## src/rtl/uu_wlan_tx_frame_feeder.sv

```systemverilog
// uu_wlan_tx_frame_feeder
//
// MAC-side transmit sequencer in the wr_clk domain, feeding the tx FIFO block.
// A tx_req latches a TXVECTOR and a PSDU byte count. The block then issues
// txstart_req and streams the TXVECTOR bytes. After the PHY start confirm it
// forwards PSDU bytes from a valid/ready source, one per granted
// txdata_confirm. It closes with txend_req and reports tx_done or tx_err.
//
// Optional feature: define UU_WLAN_TX_TIMEOUT_EN to add a confirm watchdog.
// Its limit is the TIMEOUT_CYC parameter, which exists only in that build.
//
// Ports:
//   wr_clk, rst                  clock; asynchronous active-high reset
//   tx_req, tx_abort             1-cycle control pulses from MAC control
//   txvector, frame_len          frame descriptor, sampled on an accepted tx_req
//   src_data/src_valid/src_ready PSDU byte source (src_ready is combinational)
//   fifo2mac_*_confirm           PHY-side handshakes from the FIFO block
//   mac2fifo_*                   registered request/data outputs to the FIFO
//   tx_busy                      high in every state except IDLE
//   tx_done, tx_err              registered 1-cycle completion pulses
//   state_dbg                    current FSM state, for debug and checkers
//
// Source handshake: a byte moves when src_valid and src_ready are both high
// in the same cycle. src_ready is never high unless a data confirm is present,
// so a byte is consumed only when the PHY has granted a slot for it.

module uu_wlan_tx_frame_feeder #(
  parameter int TXVEC_LEN = 33,
  parameter int LEN_W     = 16
`ifdef UU_WLAN_TX_TIMEOUT_EN
  ,
  parameter int TIMEOUT_CYC = 4096
`endif
) (
  input  logic                   wr_clk,
  input  logic                   rst,
  input  logic                   tx_req,
  input  logic                   tx_abort,
  input  logic [TXVEC_LEN*8-1:0] txvector,
  input  logic [LEN_W-1:0]       frame_len,
  input  logic [7:0]             src_data,
  input  logic                   src_valid,
  output logic                   src_ready,
  input  logic                   fifo2mac_txstart_confirm,
  input  logic                   fifo2mac_txdata_confirm,
  input  logic                   fifo2mac_txend_confirm,
  output logic                   mac2fifo_txstart_req,
  output logic                   mac2fifo_frame_val,
  output logic [7:0]             mac2fifo_phy_frame,
  output logic                   mac2fifo_txend_req,
  output logic                   tx_busy,
  output logic                   tx_done,
  output logic                   tx_err,
  output logic [2:0]             state_dbg
);

  typedef enum logic [2:0] {
    S_IDLE      = 3'd0,
    S_VEC       = 3'd1,
    S_WAIT_SCFM = 3'd2,
    S_DATA      = 3'd3,
    S_END       = 3'd4,
    S_WAIT_ECFM = 3'd5
  } state_t;

  localparam int VEC_W = TXVEC_LEN * 8;
  localparam int IDX_W = (TXVEC_LEN > 1) ? $clog2(TXVEC_LEN) : 1;

  state_t           state;
  logic [VEC_W-1:0] vec_reg;
  logic [VEC_W-1:0] vec_shift;
  logic [LEN_W-1:0] remain;
  logic [IDX_W-1:0] idx;
  logic             abort_flag;
  logic             tmo_hit;

  // The TXVECTOR is shifted down one byte per VEC cycle, so the byte to
  // present next is always in the low byte of the shifted value.
  assign vec_shift = vec_reg >> 8;

  // An abort takes effect in its own cycle: no byte is pulled from the source.
  assign src_ready = (state == S_DATA) & fifo2mac_txdata_confirm & src_valid &
                     (remain != '0) & ~tx_abort;

  assign tx_busy   = (state != S_IDLE);
  assign state_dbg = state;

`ifdef UU_WLAN_TX_TIMEOUT_EN
  localparam int TMO_W = $clog2(TIMEOUT_CYC + 1);

  logic [TMO_W-1:0] tmo_cnt;
  logic             tmo_count;

  // The counter runs only while the block is waiting on the PHY. Any cycle
  // in which it is not counting clears it, so every state entry starts from
  // zero. A granted data slot also clears it: the watchdog measures a
  // stalled PHY, not the length of a frame.
  assign tmo_count = ((state == S_WAIT_SCFM) & ~fifo2mac_txstart_confirm) |
                     ((state == S_WAIT_ECFM) & ~fifo2mac_txend_confirm)   |
                     ((state == S_DATA)      & ~fifo2mac_txdata_confirm);
  assign tmo_hit   = tmo_count & (tmo_cnt == TMO_W'(TIMEOUT_CYC - 1));

  always_ff @(posedge wr_clk or posedge rst) begin
    if (rst) begin
      tmo_cnt <= '0;
    end else if (tmo_count && !tmo_hit) begin
      tmo_cnt <= tmo_cnt + TMO_W'(1);
    end else begin
      tmo_cnt <= '0;
    end
  end
`else
  assign tmo_hit = 1'b0;
`endif

  always_ff @(posedge wr_clk or posedge rst) begin
    if (rst) begin
      state                <= S_IDLE;
      vec_reg              <= '0;
      remain               <= '0;
      idx                  <= '0;
      abort_flag           <= 1'b0;
      mac2fifo_txstart_req <= 1'b0;
      mac2fifo_frame_val   <= 1'b0;
      mac2fifo_phy_frame   <= 8'h00;
      mac2fifo_txend_req   <= 1'b0;
      tx_done              <= 1'b0;
      tx_err               <= 1'b0;
    end else begin
      // Request and completion outputs are single-cycle pulses.
      mac2fifo_txstart_req <= 1'b0;
      mac2fifo_txend_req   <= 1'b0;
      tx_done              <= 1'b0;
      tx_err               <= 1'b0;

      case (state)
        S_IDLE: begin
          mac2fifo_frame_val <= 1'b0;
          mac2fifo_phy_frame <= 8'h00;
          if (tx_req) begin
            vec_reg              <= txvector;
            remain               <= frame_len;
            idx                  <= '0;
            abort_flag           <= 1'b0;
            // The first VEC cycle already shows txstart_req and byte 0.
            mac2fifo_txstart_req <= 1'b1;
            mac2fifo_frame_val   <= 1'b1;
            mac2fifo_phy_frame   <= txvector[7:0];
            state                <= S_VEC;
          end
        end

        S_VEC: begin
          if (tx_abort) begin
            abort_flag         <= 1'b1;
            mac2fifo_frame_val <= 1'b0;
            mac2fifo_phy_frame <= 8'h00;
            mac2fifo_txend_req <= 1'b1;
            state              <= S_END;
          end else if (idx == IDX_W'(TXVEC_LEN - 1)) begin
            mac2fifo_frame_val <= 1'b0;
            mac2fifo_phy_frame <= 8'h00;
            state              <= S_WAIT_SCFM;
          end else begin
            idx                <= idx + IDX_W'(1);
            vec_reg            <= vec_shift;
            mac2fifo_phy_frame <= vec_shift[7:0];
          end
        end

        S_WAIT_SCFM: begin
          if (tx_abort || tmo_hit) begin
            abort_flag         <= 1'b1;
            mac2fifo_txend_req <= 1'b1;
            state              <= S_END;
          end else if (fifo2mac_txstart_confirm) begin
            if (remain != '0) begin
              state <= S_DATA;
            end else begin
              mac2fifo_txend_req <= 1'b1;
              state              <= S_END;
            end
          end
        end

        S_DATA: begin
          if (tx_abort || tmo_hit) begin
            abort_flag         <= 1'b1;
            mac2fifo_frame_val <= 1'b0;
            mac2fifo_phy_frame <= 8'h00;
            mac2fifo_txend_req <= 1'b1;
            state              <= S_END;
          end else if (remain == '0) begin
            // The last byte is on the outputs this cycle; END follows it.
            mac2fifo_frame_val <= 1'b0;
            mac2fifo_phy_frame <= 8'h00;
            mac2fifo_txend_req <= 1'b1;
            state              <= S_END;
          end else if (src_ready) begin
            mac2fifo_frame_val <= 1'b1;
            mac2fifo_phy_frame <= src_data;
            remain             <= remain - LEN_W'(1);
          end else begin
            mac2fifo_frame_val <= 1'b0;
            mac2fifo_phy_frame <= 8'h00;
          end
        end

        S_END: begin
          mac2fifo_frame_val <= 1'b0;
          mac2fifo_phy_frame <= 8'h00;
          state              <= S_WAIT_ECFM;
        end

        S_WAIT_ECFM: begin
          if (fifo2mac_txend_confirm) begin
            tx_done    <= ~abort_flag;
            tx_err     <= abort_flag;
            abort_flag <= 1'b0;
            state      <= S_IDLE;
          end else if (tmo_hit) begin
            tx_err     <= 1'b1;
            abort_flag <= 1'b0;
            state      <= S_IDLE;
          end
        end

        default: begin
          state <= S_IDLE;
        end
      endcase
    end
  end

endmodule

```

## config.mk

```make
export PLATFORM = sky130hd
export DESIGN_NAME = uu_wlan_tx_frame_feeder
export DESIGN_NICKNAME = d
export VERILOG_FILES = /design/src/rtl/uu_wlan_tx_frame_feeder.sv
export SDC_FILE = /design/constraint.sdc
export NUM_CORES = 1
export LEC_CHECK = 0
export CORE_AREA = 2 2 178 180
export CTS_BUF_LIST = sky130_fd_sc_hd__clkbuf_4 sky130_fd_sc_hd__clkbuf_8
export CTS_CLUSTER_DIAMETER = 120
export DETAILED_ROUTE_END_ITERATION = 8
export DIE_AREA = 0 0 180 182
export PLACE_DENSITY_LB_ADDON = 0.08
export SLEW_MARGIN = 20
export SYNTH_ARGS = -nofsm -noshare
export SYNTH_HDL_FRONTEND = slang
export SYNTH_SLANG_ARGS = --single-unit
export TNS_END_PERCENT = 1
```

## constraint.sdc

```tcl
create_clock -name wr_clk -period 22.6 [get_ports wr_clk]
set_input_delay 4.52 -clock wr_clk [delete_from_list [all_inputs] [get_ports wr_clk]]
set_output_delay 4.52 -clock wr_clk [all_outputs]
set_load 0.01 [all_outputs]
```

== Word-level counts from Yosys, hierarchy flattened ==
Cells that the tools add are included.

* Flip-flop bits (word level): 303
* Output and inout port bits: 18
* Bits of input ports: 296
* RAM bits: 0
* Memory bits (read-only): 0
* Bits in latches: 0
* Logic and storage cells: 103
* Memories kept: 0

* Divide/modulo/power cells: 0
* Magnitude comparators: 0
* Multiplexer cells: 53
* Reductions and logical operators: 14
* Bitwise operators: 6
* Eq/ne operators: 17
* Shift-type cells: 0
* Add/sub/neg operators: 2
* Multipliers: 0

{| class="wikitable"
|+ Operators by type and width
! cell !! number
|-
| 264-bit 2-to-1 mux || 3
|-
| 264-bit one-hot mux with 2 select lines || 1
|-
| 16-bit 2-to-1 mux || 4
|-
| 8-bit 2-to-1 mux || 6
|-
| 16-bit one-hot mux with 2 select lines || 1
|-
| 8-bit one-hot mux with 4 select lines || 1
|-
| 3-bit 2-to-1 mux || 9
|-
| 1-bit 2-to-1 mux || 20
|-
| 6-bit 2-to-1 mux || 3
|-
| 3-bit one-hot mux with 6 select lines || 1
|-
| 16-bit zero test || 1
|-
| 16-bit nonzero test || 1
|-
| 16-bit by 1-bit subtractor with 16-bit output (second input constant) || 1
|-
| 2-bit inequality test (second input constant) || 7
|-
| 6-bit one-hot mux with 2 select lines || 1
|-
| 5-bit AND reduction || 2
|-
| 4-bit AND reduction || 2
|-
| 6-bit by 1-bit adder with 6-bit output (second input constant) || 1
|-
| 3-bit by 2-bit equality test with 1-bit output (second input constant) || 2
|-
| 3-bit equality test (second input constant) || 2
|-
| 6-bit equality test (second input constant) || 1
|-
| 3-bit inequality test (second input constant) || 2
|-
| 1-bit one-hot mux with 3 select lines || 2
|-
| 3-bit nonzero test || 2
|-
| other kinds (11) || 16
|}

== Depth between registers and ports, before layout ==
Gate-level depths: netlist (run 1).

* Depth after elaboration: 9
* Depth in mapped cells: 9
* Mapped depth without buffers: 7

== Least setup slack after synthesis (run 1) ==
OpenSTA, ideal clock, no wires.

* Kind: input-to-output
* Start point: input port tx_abort
* End point: output port src_ready
* Slack: 12,599 ps
* Data arrival time: 5,481 ps
* Stages: 2
* Buffers on the path: 0
* Required time: 18,080 ps
* Cells stage by stage: or4_1 -> nor2_1

* Cells in the longest elaborated chain, start to end: 2

{| class="wikitable"
|+ RTL lines
! element !! RTL line !! source
|-
| start, declared || 38 || <nowiki>input logic tx_abort,</nowiki>
|-
| 1-bit NOT || 83 || <nowiki>(remain != '0) & ~tx_abort;</nowiki>
|-
| 1-bit bitwise AND || 83 ||
|-
| end, declared || 43 || <nowiki>output logic src_ready,</nowiki>
|}

Every way passes these cells.

== Worst setup path after layout (run 1) ==
Ends and elaborated chain as after synthesis.

==> qor.yml, run 1 <==
worst_setup_path:
  path_common_cell: "clkdlybuf4s50_1"
  crit_chain: "clkdlybuf4s50_1 -> or4_1 -> nor2_1 -> clkdlybuf4s50_1"
  crit_buf_inv: 2
  crit_path_max_incr_delay_ns: 0.67
  required_ns: 18.08
  arrival_ns: 6.93
  cp_max_fo: 9
  crit_path_start_kind: "primary input"
  cp_slowest_cell: "clkdlybuf4s50_1"
  path_delay_family: "buffers and inverters"
  criticalPathCategory: "in2out"
  end_kind: "output pin"
synth:
  syn_nets: 1659
  synth_compound_area_frac: 0.168
  synth_simple_gate_area_frac: 0.200
  synth_ff_type: "dfrtp_1"
  synth_edf_count: 0
  avgSynthCellArea_um2: 9.17
  yosys-top-cells-area: "dfrtp_1 (59%), nor2_1 (16%), o22ai_1 (13%)"
  synth_cell_type_count: 52
  synth_top_area_share: 0.592
  yosysSeqAreaShare: 0.592
  synth_adder_area_share: 0.00301
  synth_seq_cells: 295
  yosys.area.top_type: "dfrtp_1"
  synth_mux_area_frac: 0.000803
  ys_warn_count: 0
  synth-async-reset-ratio: 1.00
  postSynthCellCount: 1360
  synth_top_family_by_area: "simple AND/OR/NAND/NOR gates"
  syn-cell-area_um2: 12500
  synth_xor_area_frac: 0.00281
sta:
  fin_crit_ns: 11.45
  fin_tns_setup_ns: 0
  maxSlewViolCount: 0
  period_share: 0.507
  hold_viol: 0
  relSlewSlack: 0.257
  finClkSkew_ns: 0.0242
  rsz0062_at_grt: "no"
  worst_pin_slew_ns: 1.11
  fmax_mhz: 87.3
  setup_viol: 0
cts:
  cts_buffers: 52
  postCtsHoldBufs: 0
  htreeDepth: 2
  post_cts_buffers: 0
  clock_latency_ns: 0.57
  clkTransAtPathRegs_ns: 0.06
  cts_sinks: 295
  ctsResizeCount: 0
  cts_tree: "done"
  cts_buffer_depth: 3
  cts_root_buf: "clkbuf_8"
layout:
  area_growth_pct: 35.6
  mostFrequentLayoutCells: "nor2_1 (528), clkdlybuf4s50_1 (313), dfrtp_1 (295)"
  multi_input_area_um2: 4690
  fillCellCount: 2909
  drive_above_1_share: 0.0675
  final_common_cell: "nor2_1"
  fin_nets: 1940
  seq_area_um2: 7380
  largest_reg_flops: 256
grt:
  grt_pass1_vias: 11160
  grt-ovfl-total: 0
  grt_max_degree: 232
  grt_pass1_wl_um: 58800
  antenna_found_initial: 12
  groute.usage.overall: 0.220
power_and_ir_drop:
  powerDensity_nw_per_um2: 130
  p_leak_nw: 6.83
  max-vdd-ir-drop_uv: 87.2
  total_power_w: 0.00221
die:
  initial_core_util: 0.402
  die_x_um: 180
  core_area_um2: 31000
  dieArea_um2: 32800
  die_h_um: 182
  io_pins: 314
  num_rows: 65
place:
  routabilityCongestion: 0.801
  port_buffers: 313
  place_hpwl_um: 22800
detailed_routing:
  drt_pass1_iterations: 4
  drc: 0
  drt_iter0_drc: 705
  vias_per_cell: 5.21
  wl_um: 36500
  vias: 10851
  routedWlPerCell_um: 17.5
  ant_nets: 0
hold_path:
  hp-class: "reg2reg"
run_status:
  status: "complete, no violations"
job:
  cap_violations: 0
logic make-up after synthesis:
kind of cell,count (synthesis)
flops,295
fa+ha+maj,3
xor+xnor,4
simple gates,618
compound gates,334
mux,1
buf+inv,105
power by group:
part	total, W	internal (W)	switching (W)
sequential	0.000943	0.000786	0.000158
clock	0.000493	0.000277	0.000216
combinational	0.000770	0.000312	0.000458
cells in the mapped netlist, drive strengths merged, types with 2 or more instances:
cell,n
nor2,528
dfrtp,295
o22ai,252
clkbuf,57
nand2,43
buf,39
o21ai,25
a21oi,20
nand3,12
a22oi,10
a31oi,9
inv,9
nor3,9
or4,6
nor4,4
xor2,4
a211oi,3
ha,3
o21a,3
or3,3
a211o,2
nand4,2
nor3b,2
o22a,2
o31ai,2
path summary, 6_finish.rpt:
check                                  start            to  slack, ns  cells after the start
worst max-delay path                tx_abort     src_ready      11.15                      4
worst min-delay path              abort_flag       tx_done       0.49                      1
worst max register to register  state_dbg[2]  vec_reg[131]      19.17                      6
worst min register to register    abort_flag       tx_done       0.49                      1
max in group asynchronous                rst  vec_reg[244]      16.63                      4
min in group asynchronous                rst  vec_reg[159]       4.47                      2
cell type report:
cell class                      instances  area share
Sequential cell                       295       0.436
Multi-Input combinational cell        960       0.277
Timing Repair Buffer                  323       0.192
Clock buffer                           83      0.0590
Tap cell                              402      0.0297
Inverter                                9     0.00244
Clock inverter                          4     0.00141
Antenna cell                            8     0.00118
stage by stage:
step | instance area (um2) | utilization | hold WS [ns] | setup slack (ns) | std cells
global placement | 15800 | 0.511 | 0.461 | 11.20 | 1988
detailed placement | 15800 | 0.511 | 0.475 | 11.19 | 1988
global route | 16900 | 0.546 | 0.517 | 11.03 | 2082
CTS | 16900 | 0.544 | 0.486 | 11.19 | 2075
floorplan | 12500 | - | 0.446 | 9.93 | 1360
finish | 16900 | 0.546 | 0.485 | 11.15 | 2084
routing by layer:
layer / vias up / share of wire / global-route usage
li1: 5325 / - / -
met1: 5167 / 0.44 / 0.296
met2: 294 / 0.46 / 0.339
met3: 57 / 0.078 / 0.0698
met4: 8 / 0.019 / 0.0689
met5: - / 0.0012 / 0
Note: power is estimated with default switching activity, not from simulation.
==> inputs of run 2 (changes only) <==
==> constraint.sdc (replaced) <==
create_clock -name wr_clk -period 11.7 [get_ports wr_clk]
set_input_delay 2.34 -clock wr_clk [delete_from_list [all_inputs] [get_ports wr_clk]]
set_output_delay 2.34 -clock wr_clk [all_outputs]
set_load 0.01 [all_outputs]
==> qor.yml, run 2 (synthesized netlist as in run 1, its figures left out) <==
worst_setup_path:
  path_delay_family: "buffers and inverters"
  crit_buf_inv: 2  # unchanged
  criticalPathCategory: "in2out"
  crit_path_start_kind: "primary input"
  crit_chain: "clkdlybuf4s50_1 -> or4_1 -> nor2_1 -> clkdlybuf4s50_1"
  crit_path_max_incr_delay_ns: 0.66  # about the same
  arrival_ns: 4.73  # -2.20 ns
  cp_max_fo: 9  # unchanged
  cp_slowest_cell: "clkdlybuf4s50_1"
  required_ns: 9.36  # -8.72 ns
  end_kind: "output pin"
  path_common_cell: "clkdlybuf4s50_1"
layout:
  seq_area_um2: 7380  # unchanged
  drive_above_1_share: 0.0653  # -0.00223
  fin_nets: 1939  # -0.052%
  area_growth_pct: 35.3
  fillCellCount: 2910  # +0.034%
  final_common_cell: "nor2_1"
  largest_reg_flops: 256  # unchanged
  multi_input_area_um2: 4690  # unchanged
  instances_no_fill: 2079  # -0.24%
  mostFrequentLayoutCells: "nor2_1 (528), clkdlybuf4s50_1 (313), dfrtp_1 (295)"
sta:
  fin_crit_ns: 7.07
  worst_pin_slew_ns: 1.05  # -0.0608 ns
  fmax_mhz: 141
  setup_viol: 0  # unchanged
  finClkSkew_ns: 0.0303  # +0.00607 ns
  period_share: 0.604
  maxSlewViolCount: 0  # unchanged
  relSlewSlack: 0.298  # +0.0405
  hold_viol: 0  # unchanged
  rsz0062_at_grt: "no"
  fin_tns_setup_ns: 0  # unchanged
grt:
  grt-ovfl-total: 0  # unchanged
  grt_pass1_vias: 11038  # -1.1%
  grt_max_degree: 204  # -12%
  groute.usage.overall: 0.219  # -0.00121
  antenna_found_initial: 9  # -3
  use_met1: 0.302  # +0.00567
  grt_use_met3: 0.0646  # -0.00521
  grt_pass1_wl_um: 58500  # -0.47%
  top_usage_layer: "met2"
  gr-usage-met2: 0.333  # -0.00598
die:
  core_area_um2: 31000  # unchanged
  die_x_um: 180  # unchanged
  num_rows: 65  # unchanged
  dieArea_um2: 32800  # unchanged
  io_pins: 314  # unchanged
  initial_core_util: 0.402  # unchanged
  die_h_um: 182  # unchanged
cts:
  cts_sinks: 295  # unchanged
  postCtsHoldBufs: 0  # unchanged
  cts_tree: "done"
  cts_buffers: 52  # unchanged
  clkTransAtPathRegs_ns: 0.06  # about the same
  post_cts_buffers: 0  # unchanged
  htreeDepth: 2  # unchanged
  cts_buffer_depth: 3  # unchanged
  clock_latency_ns: 0.58  # about the same
  cts_root_buf: "clkbuf_8"
  ctsResizeCount: 0  # unchanged
detailed_routing:
  vias: 10828  # -0.21%
  drc: 0  # unchanged
  vias_per_cell: 5.21  # about the same
  drt_iter0_drc: 755  # +7.1%
  drt_pass1_iterations: 5  # +1
  ant_nets: 0  # unchanged
  routedWlPerCell_um: 17.4  # -0.67%
  wl_um: 36100  # -0.91%
power_and_ir_drop:
  powerDensity_nw_per_um2: 251  # +93%
  max-vdd-ir-drop_uv: 130  # +49%
  p_leak_nw: 6.81  # -0.34%
hold_path:
  hp-class: "reg2reg"
place:
  routabilityCongestion: 0.786  # -1.9%
  port_buffers: 313  # unchanged
  placedCellCount: 1988  # unchanged
  place_hpwl_um: 22500  # -1.4%
run_status:
  status: "complete, no violations"
job:
  cap_violations: 0  # unchanged
-- run 2: cell count changes in the layout (fill, tap and decap cells not counted) --
| cell | previous run | this run |
|---|---|---|
| clkbuf_8 | 60 | 61 |
| diode_2 | 8 | 7 |
| clkinv_2 | 3 | 4 |
| buf_4 | 7 | 6 |
| buf_6 | 0 | 1 |
| buf_16 | 1 | 0 |
| clkbuf_4 | 23 | 18 |
-- run 2: path summary, 6_finish.rpt --
kind / end / slack (ns) / startpoint / cells after the start
max: src_ready / 4.63 / tx_abort / 4
min: tx_done / 0.48 / abort_flag / 1
max reg2reg: vec_reg[200] / 7.95 / idx[0] / 9
min reg2reg: tx_done / 0.48 / abort_flag / 1
max in group asynchronous: mac2fifo_phy_frame[6] / 7.87 / rst / 3
min in group asynchronous: vec_reg[159] / 2.33 / rst / 2
-- run 2: per-stage QoR --
stage	setup WS, ns	utilization	cell area (um2)	power (W)	hold slack, ns
after floorplan	1.21	-	12500	0.00286	0.446
after global placement	4.67	0.511	15800	0.00329	0.463
after global routing	4.56	0.544	16900	0.00461	0.511
final	4.63	0.544	16900	0.00424	0.484
after CTS	4.64	0.544	16800	0.00429	0.486
after detailed placement	4.64	0.511	15800	0.00333	0.471
-- run 2: layer usage --
metal  vias to the layer above  part of all wire  routed length [um]
li1                       5324                 -                   -
met1                      5144              0.45               16300
met2                       291              0.45               16400
met3                        63             0.074                2660
met4                         6             0.021                 774
met5                         -           0.00083                  30
-- run 2: cell type report --
class	instances	share of cell area
Sequential cell	295	0.438
Multi-Input combinational cell	960	0.278
Clock inverter	5	0.00171
Tap cell	402	0.0298
Clock buffer	79	0.0578
Inverter	9	0.00245
Timing Repair Buffer	322	0.191
Antenna cell	7	0.00104
-- run 2: report_power, final --
part	switching [W]	internal (W)	total, W
combinational	0.000877	0.000602	0.00148
clock	0.000415	0.000524	0.000939
sequential	0.000306	0.00152	0.00182
total	0.00160	0.00264	0.00424
-- run 2: worst register-to-register path, cell delays in order, from the launching register on --
cell,delay [ns]
dfrtp_1,0.42
inv_1,0.08
ha_1,0.15
nand4bb_1,0.19
o21ai_4,0.20
buf_4,0.57
buf_6,0.72
buf_4,0.97
o22ai_1,0.26
nor2_1,0.15
